--- config.mk ---
export PLATFORM = sky130hd
export DESIGN_NAME = div16_8_seq
export DESIGN_NICKNAME = d
export VERILOG_FILES = /design/src/rtl/div16_8_seq_pkg.sv /design/src/rtl/add.sv /design/src/rtl/div_step.sv /design/src/rtl/div16_8_seq.sv
export SDC_FILE = /design/constraint.sdc
export NUM_CORES = 1
export LEC_CHECK = 0
export ABC_AREA = 0
export CAP_MARGIN = 5
export CORE_MARGIN = 2
export CORE_UTILIZATION = 35
export DETAILED_ROUTE_END_ITERATION = 7
export PLACE_DENSITY = 0.6
export SLEW_MARGIN = 10
export SYNTH_ARGS = -nofsm -noshare
export SYNTH_HDL_FRONTEND = slang
export SYNTH_SLANG_ARGS = --single-unit
--- constraint.sdc ---
create_clock -name clock -period 3.4 [get_ports clock]
set_input_delay 0.34 -clock clock [delete_from_list [all_inputs] [get_ports clock]]
set_output_delay 0.34 -clock clock [all_outputs]
set_load 0.05 [all_outputs]
--- src/rtl/div16_8_seq_pkg.sv ---
// Shared definitions for the 16/8 sequential restoring divider:
// FSM state encodings and default widths.
package div16_8_seq_pkg;

   typedef enum logic [1:0] {
      IDLE  = 2'd0,
      CHECK = 2'd1,
      ITER  = 2'd2,
      DONE  = 2'd3
   } state_t;

   localparam int N_DEFAULT  = 8;
   localparam int CW_DEFAULT = 4;

endpackage

--- src/rtl/add.sv ---
// Generic W-bit ripple adder with carry in/out; the divider reuses it as a
// subtractor by feeding the inverted subtrahend and c_in = 1.
module add #(
   parameter int W = 9
) (
   input  logic [W-1:0] a,
   input  logic [W-1:0] b,
   input  logic         c_in,
   output logic [W-1:0] sum,
   output logic         c_out
);

   logic [W:0] total;

   assign total = {1'b0, a} + {1'b0, b} + {{W{1'b0}}, c_in};
   assign sum   = total[W-1:0];
   assign c_out = total[W];

endmodule

--- src/rtl/div_step.sv ---
// One restoring-division step: shift a dividend bit into the partial
// remainder, subtract the divisor when it fits, emit the quotient bit.
module div_step #(
   parameter int N = 8
) (
   input  logic [N-1:0] r,
   input  logic         in_bit,
   input  logic [N-1:0] y,
   output logic [N-1:0] r_next,
   output logic         q_bit
);

   logic [N:0] t;
   logic [N:0] diff;
   logic       no_borrow;
   logic       unused_diff_msb;

   assign t = {r, in_bit};

   // Carry out of T + ~Y + 1 is set exactly when T >= Y.
   add #(.W(N + 1)) u_sub (
      .a    (t),
      .b    (~{1'b0, y}),
      .c_in (1'b1),
      .sum  (diff),
      .c_out(no_borrow)
   );

   // Remainder stays below Y, so the difference always fits N bits.
   assign unused_diff_msb = diff[N];
   assign q_bit           = no_borrow;
   assign r_next          = no_borrow ? diff[N-1:0] : t[N-1:0];

endmodule

--- src/rtl/div16_8_seq.sv ---
// Sequential 2N/N restoring divider behind valid/ready handshakes; one
// quotient bit per clock after a one-cycle overflow check.
module div16_8_seq
   import div16_8_seq_pkg::*;
#(
   parameter int N  = N_DEFAULT,
   parameter int CW = CW_DEFAULT
) (
   input  logic           clock,
   input  logic           reset,
   input  logic           in_valid,
   output logic           in_ready,
   input  logic [2*N-1:0] x,
   input  logic [N-1:0]   y,
   output logic           out_valid,
   input  logic           out_ready,
   output logic [N-1:0]   q,
   output logic [N-1:0]   r,
   output logic           ovf
);

   state_t          state_q, state_d;
   logic [2*N-1:0]  x_q, x_d;
   logic [N-1:0]    y_q, y_d;
   logic [N-1:0]    rem_q, rem_d;
   logic [N-1:0]    qsh_q, qsh_d;
   logic [CW-1:0]   cnt_q, cnt_d;
   logic [N-1:0]    q_q, q_d;
   logic [N-1:0]    r_q, r_d;
   logic            ovf_q, ovf_d;

   logic [N-1:0]    step_rem;
   logic            step_bit;

   div_step #(.N(N)) u_step (
      .r     (rem_q),
      .in_bit(qsh_q[N-1]),
      .y     (y_q),
      .r_next(step_rem),
      .q_bit (step_bit)
   );

   always_comb begin
      state_d = state_q;
      x_d     = x_q;
      y_d     = y_q;
      rem_d   = rem_q;
      qsh_d   = qsh_q;
      cnt_d   = cnt_q;
      q_d     = q_q;
      r_d     = r_q;
      ovf_d   = ovf_q;
      unique case (state_q)
         IDLE: begin
            if (in_valid) begin
               x_d     = x;
               y_d     = y;
               state_d = CHECK;
            end
         end
         CHECK: begin
            // A high half >= Y means the quotient needs more than N bits;
            // this also catches division by zero.
            if (x_q[2*N-1:N] >= y_q) begin
               ovf_d   = 1'b1;
               q_d     = '0;
               r_d     = '0;
               state_d = DONE;
            end else begin
               rem_d   = x_q[2*N-1:N];
               qsh_d   = x_q[N-1:0];
               cnt_d   = '0;
               ovf_d   = 1'b0;
               state_d = ITER;
            end
         end
         ITER: begin
            rem_d = step_rem;
            qsh_d = {qsh_q[N-2:0], step_bit};
            cnt_d = cnt_q + CW'(1);
            if (cnt_q == CW'(N - 1)) begin
               q_d     = {qsh_q[N-2:0], step_bit};
               r_d     = step_rem;
               state_d = DONE;
            end
         end
         DONE: begin
            if (out_ready) begin
               state_d = IDLE;
            end
         end
         default: state_d = IDLE;
      endcase
   end

   always_ff @(posedge clock) begin
      if (reset) begin
         state_q <= IDLE;
         x_q     <= '0;
         y_q     <= '0;
         rem_q   <= '0;
         qsh_q   <= '0;
         cnt_q   <= '0;
         q_q     <= '0;
         r_q     <= '0;
         ovf_q   <= 1'b0;
      end else begin
         state_q <= state_d;
         x_q     <= x_d;
         y_q     <= y_d;
         rem_q   <= rem_d;
         qsh_q   <= qsh_d;
         cnt_q   <= cnt_d;
         q_q     <= q_d;
         r_q     <= r_d;
         ovf_q   <= ovf_d;
      end
   end

   assign in_ready  = (state_q == IDLE);
   assign out_valid = (state_q == DONE);
   assign q         = q_q;
   assign r         = r_q;
   assign ovf       = ovf_q;

endmodule

# Word level (Yosys, flattened, before mapping)
# Index checks and enable logic that the tools add are counted.
[totals]
register_bits = 63
input_bits = 28
out_inout_bits = 19
[op_classes]
add_sub_neg = 3
magnitude_cmp = 1
n_eq_ne = 9
mux = 18
bitwise = 1
reduce_logical = 6
[op_table]
columns = ["cell", "n"]
rows = [
  ["$pmux 8 s2", 4],
  ["$mux 8", 6],
  ["$add 10x1->10 const B", 1],
  ["$add 9x9->10", 1],
  ["$not 8->9", 1],
  ["$ge 8x8->1", 1],
  ["$ne 2x2->1 const B", 4],
  ["$pmux 2 s4", 1],
  ["$pmux 4 s2", 1],
  ["$mux 2", 3],
  ["$reduce_and 3->1", 2],
  ["$add 4x1->4 const B", 1],
  ["$eq 2x2->1 const B", 2],
  ["$eq 4x3->1 const B", 1],
  ["$mux 4", 1],
  ["$reduce_and 2->1", 2],
  ["$eq 2x1->1 const B", 1],
  ["$logic_not 2->1", 1],
  ["$mux 1", 2],
  ["$ne 2x1->1 const B", 1],
  ["$reduce_bool 2->1", 1],
]

# Logic depth before layout (Yosys ltp)
# Gate-level depths: netlist (run 1).
[logic_depth]
ltp_word = 6
depth_mapped = 10

# Cells and area by module
# A second synthesis (run 1) with hierarchy kept.
[unflattened]
cells_unflattened = 421
hier_area_um2 = 3497.1
[by_module_without_submodules]
columns = ["mod", "instances", "cells_per_inst", "area_per_inst_um2", "seq_area_each_um2"]
rows = [
  ["div16_8_seq", 1, 352, 2934.1, 1261.2],
  ["add", 1, 51, 397.9, 0.0],
  ["div_step", 1, 18, 165.2, 0.0],
]

# Least setup slack after synthesis (run 1)
# No wires, ideal clock.
[synth_path]
path_type = "reg-to-reg"
from = "register x_q[8]"
to = "register rem_q[1]"
setup_ps = 131
arrival_time_ps = 2226
required_ps = 3269
path_slack_ps = 1043
path_stages_with_launch = 10
path_cell_list = "dfxtp_1 -> inv_1 -> ha_1 -> nand2b_1 -> a2111o_1 -> a311oi_4 -> mux2i_4 -> buf_6 -> a211oi_1 -> nor3_1"
[synth_between]
elab_chain_cells = 3
[synth_rtl]
columns = ["item", "line_no", "source"]
rows = [
  ["start: declaration", "div16_8_seq.sv:23", "logic [2*N-1:0] x_q, x_d;"],
  ["start signal: assignment", "div16_8_seq.sv:99", "x_q <= '0;"],
  ["start signal: assignment", "div16_8_seq.sv:109", "x_q <= x_d;"],
  ["$ge 8x8->1", "div16_8_seq.sv:64", "if (x_q[2*N-1:N] >= y_q) begin"],
  ["$ne 2x2->1 (no source line)", "-", ""],
  ["$reduce_and 2->1 (no source line)", "-", ""],
  ["end signal: assignment", "div16_8_seq.sv:111", "rem_q <= rem_d;"],
  ["end: declaration", "div16_8_seq.sv:25", "logic [N-1:0] rem_q, rem_d;"],
]
# No other way between the ends.
# A chain may end at the register's enable or synchronous reset.

# Final worst setup path (run 1)
[layout_path]
from = "register x_q[8]"
to = "register cnt_q[0]"
[layout_between]
elab_chain_cells = 3
[layout_rtl]
columns = ["item", "line_no", "source"]
rows = [
  ["$ge 8x8->1", "div16_8_seq.sv:64", ""],
  ["$ne 2x2->1 (no source line)", "-", ""],
  ["$reduce_and 2->1 (no source line)", "-", ""],
  ["end signal: assignment", "div16_8_seq.sv:113", "cnt_q <= cnt_d;"],
  ["end: declaration", "div16_8_seq.sv:27", "logic [CW-1:0] cnt_q, cnt_d;"],
]
# No other way between the ends.

==> results of run 1 <==
==> worst min path at each step <==
| stage | from | end | slack (ns) | cells after the start |
|---|---|---|---|---|
| floorplan | x_q[1] | x_q[1] | 0.43 | 2 |
| global placement | y_q[5] | y_q[5] | 0.45 | 2 |
| detailed placement | r[6] | r[6] | 0.45 | 2 |
| CTS | r[6] | r[6] | 0.46 | 2 |
| global route | x_q[5] | x_q[5] | 0.47 | 2 |
| finish | r[6] | r[6] | 0.45 | 2 |
==> worst max-delay path, cell delays in order (launching register included) <==
cell and delay, ns:
dfxtp_1 0.35, inv_1 0.05, ha_1 0.27, nand2b_1 0.15
a2111o_1 0.45, a311oi_4 0.48, mux2i_4 0.36, or3_1 0.40
a21oi_1 0.14
==> sequential cells by signal, indices dropped and copies added, names as in the netlist <==
| register | flops |
|---|---|
| x_q | 16 |
| q | 8 |
| qsh_q | 8 |
| r | 8 |
| rem_q | 8 |
| y_q | 8 |
| cnt_q | 4 |
| state_q | 2 |
| ovf | 1 |
==> placed cells by master (no fill, tap or decap), types with 2 or more instances in the layout <==
cell type and n:
nand2_1 82, dfxtp_1 63, a21oi_1 53, clkdlybuf4s50_1 45, nor2_1 27, ha_1 21
inv_1 18, nand3_1 13, mux2i_1 13, o21ai_0 9, mux2_2 9, clkbuf_8 9
nand2b_1 8, a211oi_1 8, buf_4 5, a211o_1 4, nand3b_1 4, or3_1 4
nor2b_1 3, nor3_1 3, clkinv_2 3, and2_1 2, a21o_1 2, a21boi_0 2
o22ai_1 2, xor2_1 2
==> layout make-up <==
class	instances	area share [%]
inverters	18	1.69
well taps	111	3.47
clock inverters	6	1.53
multi-input cells	296	46.2
repair buffers	51	12.3
clock buffers	10	3.19
flip-flops and latches	63	31.5
==> routing by layer <==
metal	global-route usage (%)	up-vias
li1	-	1459
met1	20.9	1334
met2	30.2	49
met3	2.36	16
met4	9.25	0
met5	0	-
==> logic make-up (layout without fill, tap and decap cells) <==
logic type / after synthesis / in the layout / synth area share (%)
xor gates and xnor gates: 3 / 3 / 0.800
and+or+nand+nor: 153 / 153 / 20.6
buffers and inverters: 42 / 85 / 5.41
DFF: 63 / 63 / 38.4
muxes: 23 / 23 / 7.73
adders and majority gates: 22 / 22 / 8.60
AOI/OAI and AO/OA: 95 / 95 / 18.5
==> power groups by stage <==
stage	Sequential (mW)	Combinational, mW	Clock (mW)
after CTS	0.947	1.71	0.647
after global placement	0.960	1.68	0
after global routing	0.962	1.90	0.680
after detailed placement	0.963	1.71	0
final	0.947	1.70	0.623
after floorplan	0.970	1.32	0
==> impl_metrics.tcl, run 1 <==
set metrics [dict create \
    chipWidth_um 101 \
    portBuffers 46 \
    place_ws_ns 0.696 \
    drv_cap 0 \
    hold_slack_ns 0.454 \
    swShare_pct 44.0 \
    clkTransAtPathRegs_ns 0.07 \
    holdBufCountCts 0 \
    route.detailed.drc 0 \
    die_y_um 101 \
    switchingPower_mw 1.44 \
    clock_skew_ns 0.00794 \
    p_leak_nw 1.52 \
    cts_root_buffer "clkbuf_8" \
    fin_area_mm2 0.00400 \
    final_cells 555 \
    period_share_pct 79.8 \
    dr.max_layer_used "met4" \
    p_per_area_mw_per_mm2 817 \
    synth_area_leaders "dfxtp_1 (38%), nand2_1 (9.4%), a21oi_1 (8.1%)" \
    ant_nets 0 \
    final_util_pct 43.5 \
    dr.pass1.iters 5 \
    routabilityCongestion 0.844 \
    r2r-start "x_q[8]" \
    syn_nets 451 \
    relSlewSlack_pct 40.4 \
    synth_top_area_cell "dfxtp_1" \
    vias 2858 \
    start_util_pct 35.7 \
    dieArea_mm2 0.0102 \
    ys_seq_area_share_pct 38.4 \
    ys_seq_elements 63 \
    yosys_most_used_dff "dfxtp_1" \
    clockBufferDepth 2 \
    grt-ovfl-total 0 \
    grt_max_degree 45 \
    worst_pin_slew_ns 0.893 \
    area_delta_synth_final_pct 21.6 \
    cts.sinks 63 \
    p_clk_share_pct 19.1 \
    grt_pass1_wl_mm 13.8 \
    worst_ep_required_time_ns 3.66 \
    p_seq_share_pct 29.0 \
    cts_max_level 3 \
    worstSetupEndpointType "flip-flop" \
    regToRegEndpoint "cnt_q[0]" \
    timing_worst_setup_path_type "reg -> reg" \
    dp_hpwl_mm 6.03 \
    status "complete, no violations" \
    antenna_found_initial 0 \
    rr_worst_depth 8 \
    syn_area_mm2 0.00329 \
    post_cts_resized 0 \
    wl_mm 8.08 \
    multi_input_area_mm2 0.00185 \
    cp-start-kind "flip-flop" \
    finalWorstSetupSlack_ns 0.687 \
    yosysTopAreaCellShare_pct 38.4 \
    fmaxAchievable_mhz 369 \
    nets 489 \
    rsz0062_at_grt "no" \
    post_dp_cell_area_mm2 0.00381 \
    yosysMostFrequentCell "nand2_1" \
    clock_latency_ns 0.34 \
    layout-drive-gt1-share_pct 8.56 \
    hp-class "reg -> reg" \
    synth_edf_count 0 \
    wl_met1_mm 3.54 \
    routed_via_density 5.15 \
    drtIter0Drc 105 \
    path_max_fanout 28 \
    synth_common_cells "nand2_1 (82), dfxtp_1 (63), a21oi_1 (53)" \
    period_needed_ns 2.71 \
    cp.arrival_ns 2.97 \
    grt_pass1_vias 2930 \
    hold_violations 0 \
    synth_warnings 0 \
    grt_usage_pct 17.4 \
    seq_area_mm2 0.00126 \
    power_mw 3.27 \
    dp.cells 539 \
    peakVddDrop_uv 629 \
    core_area_mm2 0.00920 \
    numCtsBuffers 9 \
    finalSetupTns_ns 0 \
    wl_per_cell_um 14.6 \
    wl_met3_um 263 \
    fillers 947 \
    slew_viol_final 0 \
    synthArstFlopShare_pct 0 \
    io_pins 47 \
    synth_cells 401 \
    worstSetupEndpoint "cnt_q[0]" \
    p_comb_share_pct 51.9 \
    dr_wl_met2_mm 4.04 \
    cts_tree "built" \
    p_int_mw 1.83 \
    antenna_cells 0 \
    setup_viol 0 \
    startpoint "x_q[8]" \
    synthDistinctLibCells 52 \
    r2r_setup_slack_ns 0.69 \
    postCtsSetupBuffers 0 \
    rows 35 \
    syn_avg_cell_area_um2 8.20 \
]
(Power assumes the default switching activity.)
==> inputs of run 2 (changes only) <==
- clock period: 3.4 -> 2.5 ns (I/O delays scaled with it)
==> run 2 against run 1 <==
- via count rose by 1.5%
- first-iteration DRC count increased by 50%
- flip-flop and latch count unchanged
- utilization increased by 2.0 points
- count of clock-buffer cells in the layout is the same
- final cell count up 1.6%
- setup slack lost 0.61 ns
- die area unchanged
- critical path depth is the same
- non-clock buffer count rose by 9
- routed wire length increased by 4.4%
- total power rose by 52%
- largest power group unchanged
- highest routed layer unchanged
==> impl_metrics.tcl, run 2 (synthesized netlist as in run 1, its figures left out) <==
set metrics [dict create \
    peakVddDrop_uv 521 \
    grt_pass1_wl_mm 13.9 \
    period_share_pct 96.8 \
    drtIter0Drc 158 \
    antenna_found_initial 0 \
    fmaxAchievable_mhz 413 \
    nets 498 \
    timing_worst_setup_path_type "reg -> reg" \
    clockBufferDepth 2 \
    wl_mm 8.43 \
    area_delta_synth_final_pct 27.3 \
    r2r_setup_slack_ns 0.08 \
    p_seq_share_pct 26.0 \
    dp.cells 548 \
    cts_tree "built" \
    swShare_pct 41.3 \
    place_ws_ns 0.0723 \
    worst_pin_slew_ns 0.764 \
    finalWorstSetupSlack_ns 0.0794 \
    relSlewSlack_pct 48.0 \
    routed_via_density 5.14 \
    grt_usage_pct 17.8 \
    layout-drive-gt1-share_pct 11.5 \
    chipWidth_um 101 \
    route.detailed.drc 0 \
    fillers 931 \
    rsz0062_at_grt "yes" \
    grt_max_degree 31 \
    clock_latency_ns 0.34 \
    rr_worst_depth 8 \
    dp_hpwl_mm 6.15 \
    cts_root_buffer "clkbuf_8" \
    p_leak_nw 1.61 \
    portBuffers 46 \
    vias 2901 \
    holdCritStartpoint "reset" \
    dr.pass1.iters 4 \
    core_area_mm2 0.00920 \
    status "complete, no violations" \
    cp.arrival_ns 2.69 \
    power_mw 4.96 \
    layout_common_cells "nand2_1 (82), dfxtp_1 (63), a21oi_1 (51)" \
    hp-class "in -> reg" \
    largest_reg_flops 16 \
    final_util_pct 45.5 \
    grt-ovfl-total 0 \
    grt_pass1_vias 2850 \
    r2r-start "x_q[8]" \
    switchingPower_mw 2.04 \
    cts.sinks 63 \
    dieArea_mm2 0.0102 \
    p_clk_share_pct 22.0 \
    regMostFlops "x_q" \
    cp-start-kind "flip-flop" \
    drv_cap 0 \
    worstSetupEndpointType "flip-flop" \
    p_comb_share_pct 52.0 \
    slew_viol_final 0 \
    start_util_pct 35.7 \
    numCtsBuffers 9 \
    routabilityCongestion 0.852 \
    worst_ep_required_time_ns 2.77 \
    clock_skew_ns 0.0115 \
    p_per_area_mw_per_mm2 1180 \
    holdPathEnd "state_q[1]" \
    rows 35 \
    regToRegEndpoint "cnt_q[0]" \
    wl_per_cell_um 14.9 \
    io_pins 47 \
    clkTransAtPathRegs_ns 0.07 \
    setup_viol 0 \
    antenna_cells 0 \
    final_cells 564 \
    die_y_um 101 \
    holdPathStages 2 \
    ant_nets 0 \
    finalSetupTns_ns 0 \
    cts_max_level 3 \
    path_max_fanout 23 \
    period_needed_ns 2.42 \
    p_int_mw 2.91 \
    hold_violations 0 \
    mostFrequentLayoutCell "nand2_1" \
]
[run 2: final cells by class]
| type | count | area [µm²] | area share, % |
|---|---|---|---|
| multi-input cells | 296 | 1870 | 44.6 |
| flip-flops and latches | 63 | 1260 | 30.1 |
| repair buffers | 60 | 606 | 14.5 |
| well taps | 111 | 139 | 3.32 |
| clock buffers | 10 | 138 | 3.29 |
| clock inverters | 6 | 108 | 2.57 |
| inverters | 18 | 67.6 | 1.61 |
[run 2: stage by stage]
| stage | hold slack, ns | area [µm²] |
|---|---|---|
| 6_report | 0.395 | 4180 |
| 5_1_grt | 0.400 | 4180 |
| 4_1_cts | 0.383 | 4160 |
| 3_5_place_dp | 0.448 | 3910 |
| 3_3_place_gp | 0.443 | 3910 |
| 2_1_floorplan | 0.386 | 3290 |
[run 2: how the worst max path moves through the flow]
stage / startpoint / endpoint / cells after the start
3_5_place_dp: x_q[8] / cnt_q[3] / 9
4_1_cts: x_q[8] / cnt_q[3] / 9
3_3_place_gp: x_q[8] / cnt_q[3] / 9
2_1_floorplan: x_q[8] / rem_q[1] / 9
5_1_grt: x_q[8] / cnt_q[0] / 8
6_report: x_q[8] / cnt_q[0] / 8
[run 2: routing by layer]
layer	GRT usage, %	part of all wire (%)
met5	0	0
met4	6.03	1.6
met3	3.88	3.5
met2	31.5	51
met1	21.2	44
[run 2: power by group through the flow]
| stage | combinational (mW) | clock [mW] | sequential (mW) |
|---|---|---|---|
| 5_1_grt | 2.84 | 1.17 | 1.31 |
| 3_5_place_dp | 2.51 | 0 | 1.31 |
| 2_1_floorplan | 1.79 | 0 | 1.32 |
| 6_report | 2.58 | 1.09 | 1.29 |
| 4_1_cts | 2.52 | 1.11 | 1.29 |
| 3_3_place_gp | 2.49 | 0 | 1.31 |
[run 2: repair_timing]
action | in CTS | in global routing
endpoints found under the setup margin | 0 | 23
resized for setup | 0 | 6
buffers inserted | 0 | 0
hold buffers | 0 | 0
[run 2: worst max-delay path, cell delays in order, from the launching register on]
cell      delay [ns]
dfxtp_1         0.33
inv_1           0.05
ha_1            0.27
nand2b_1        0.14
a2111o_1        0.40
a311oi_4        0.36
mux2i_4         0.29
or3_1           0.38
a21oi_1         0.14
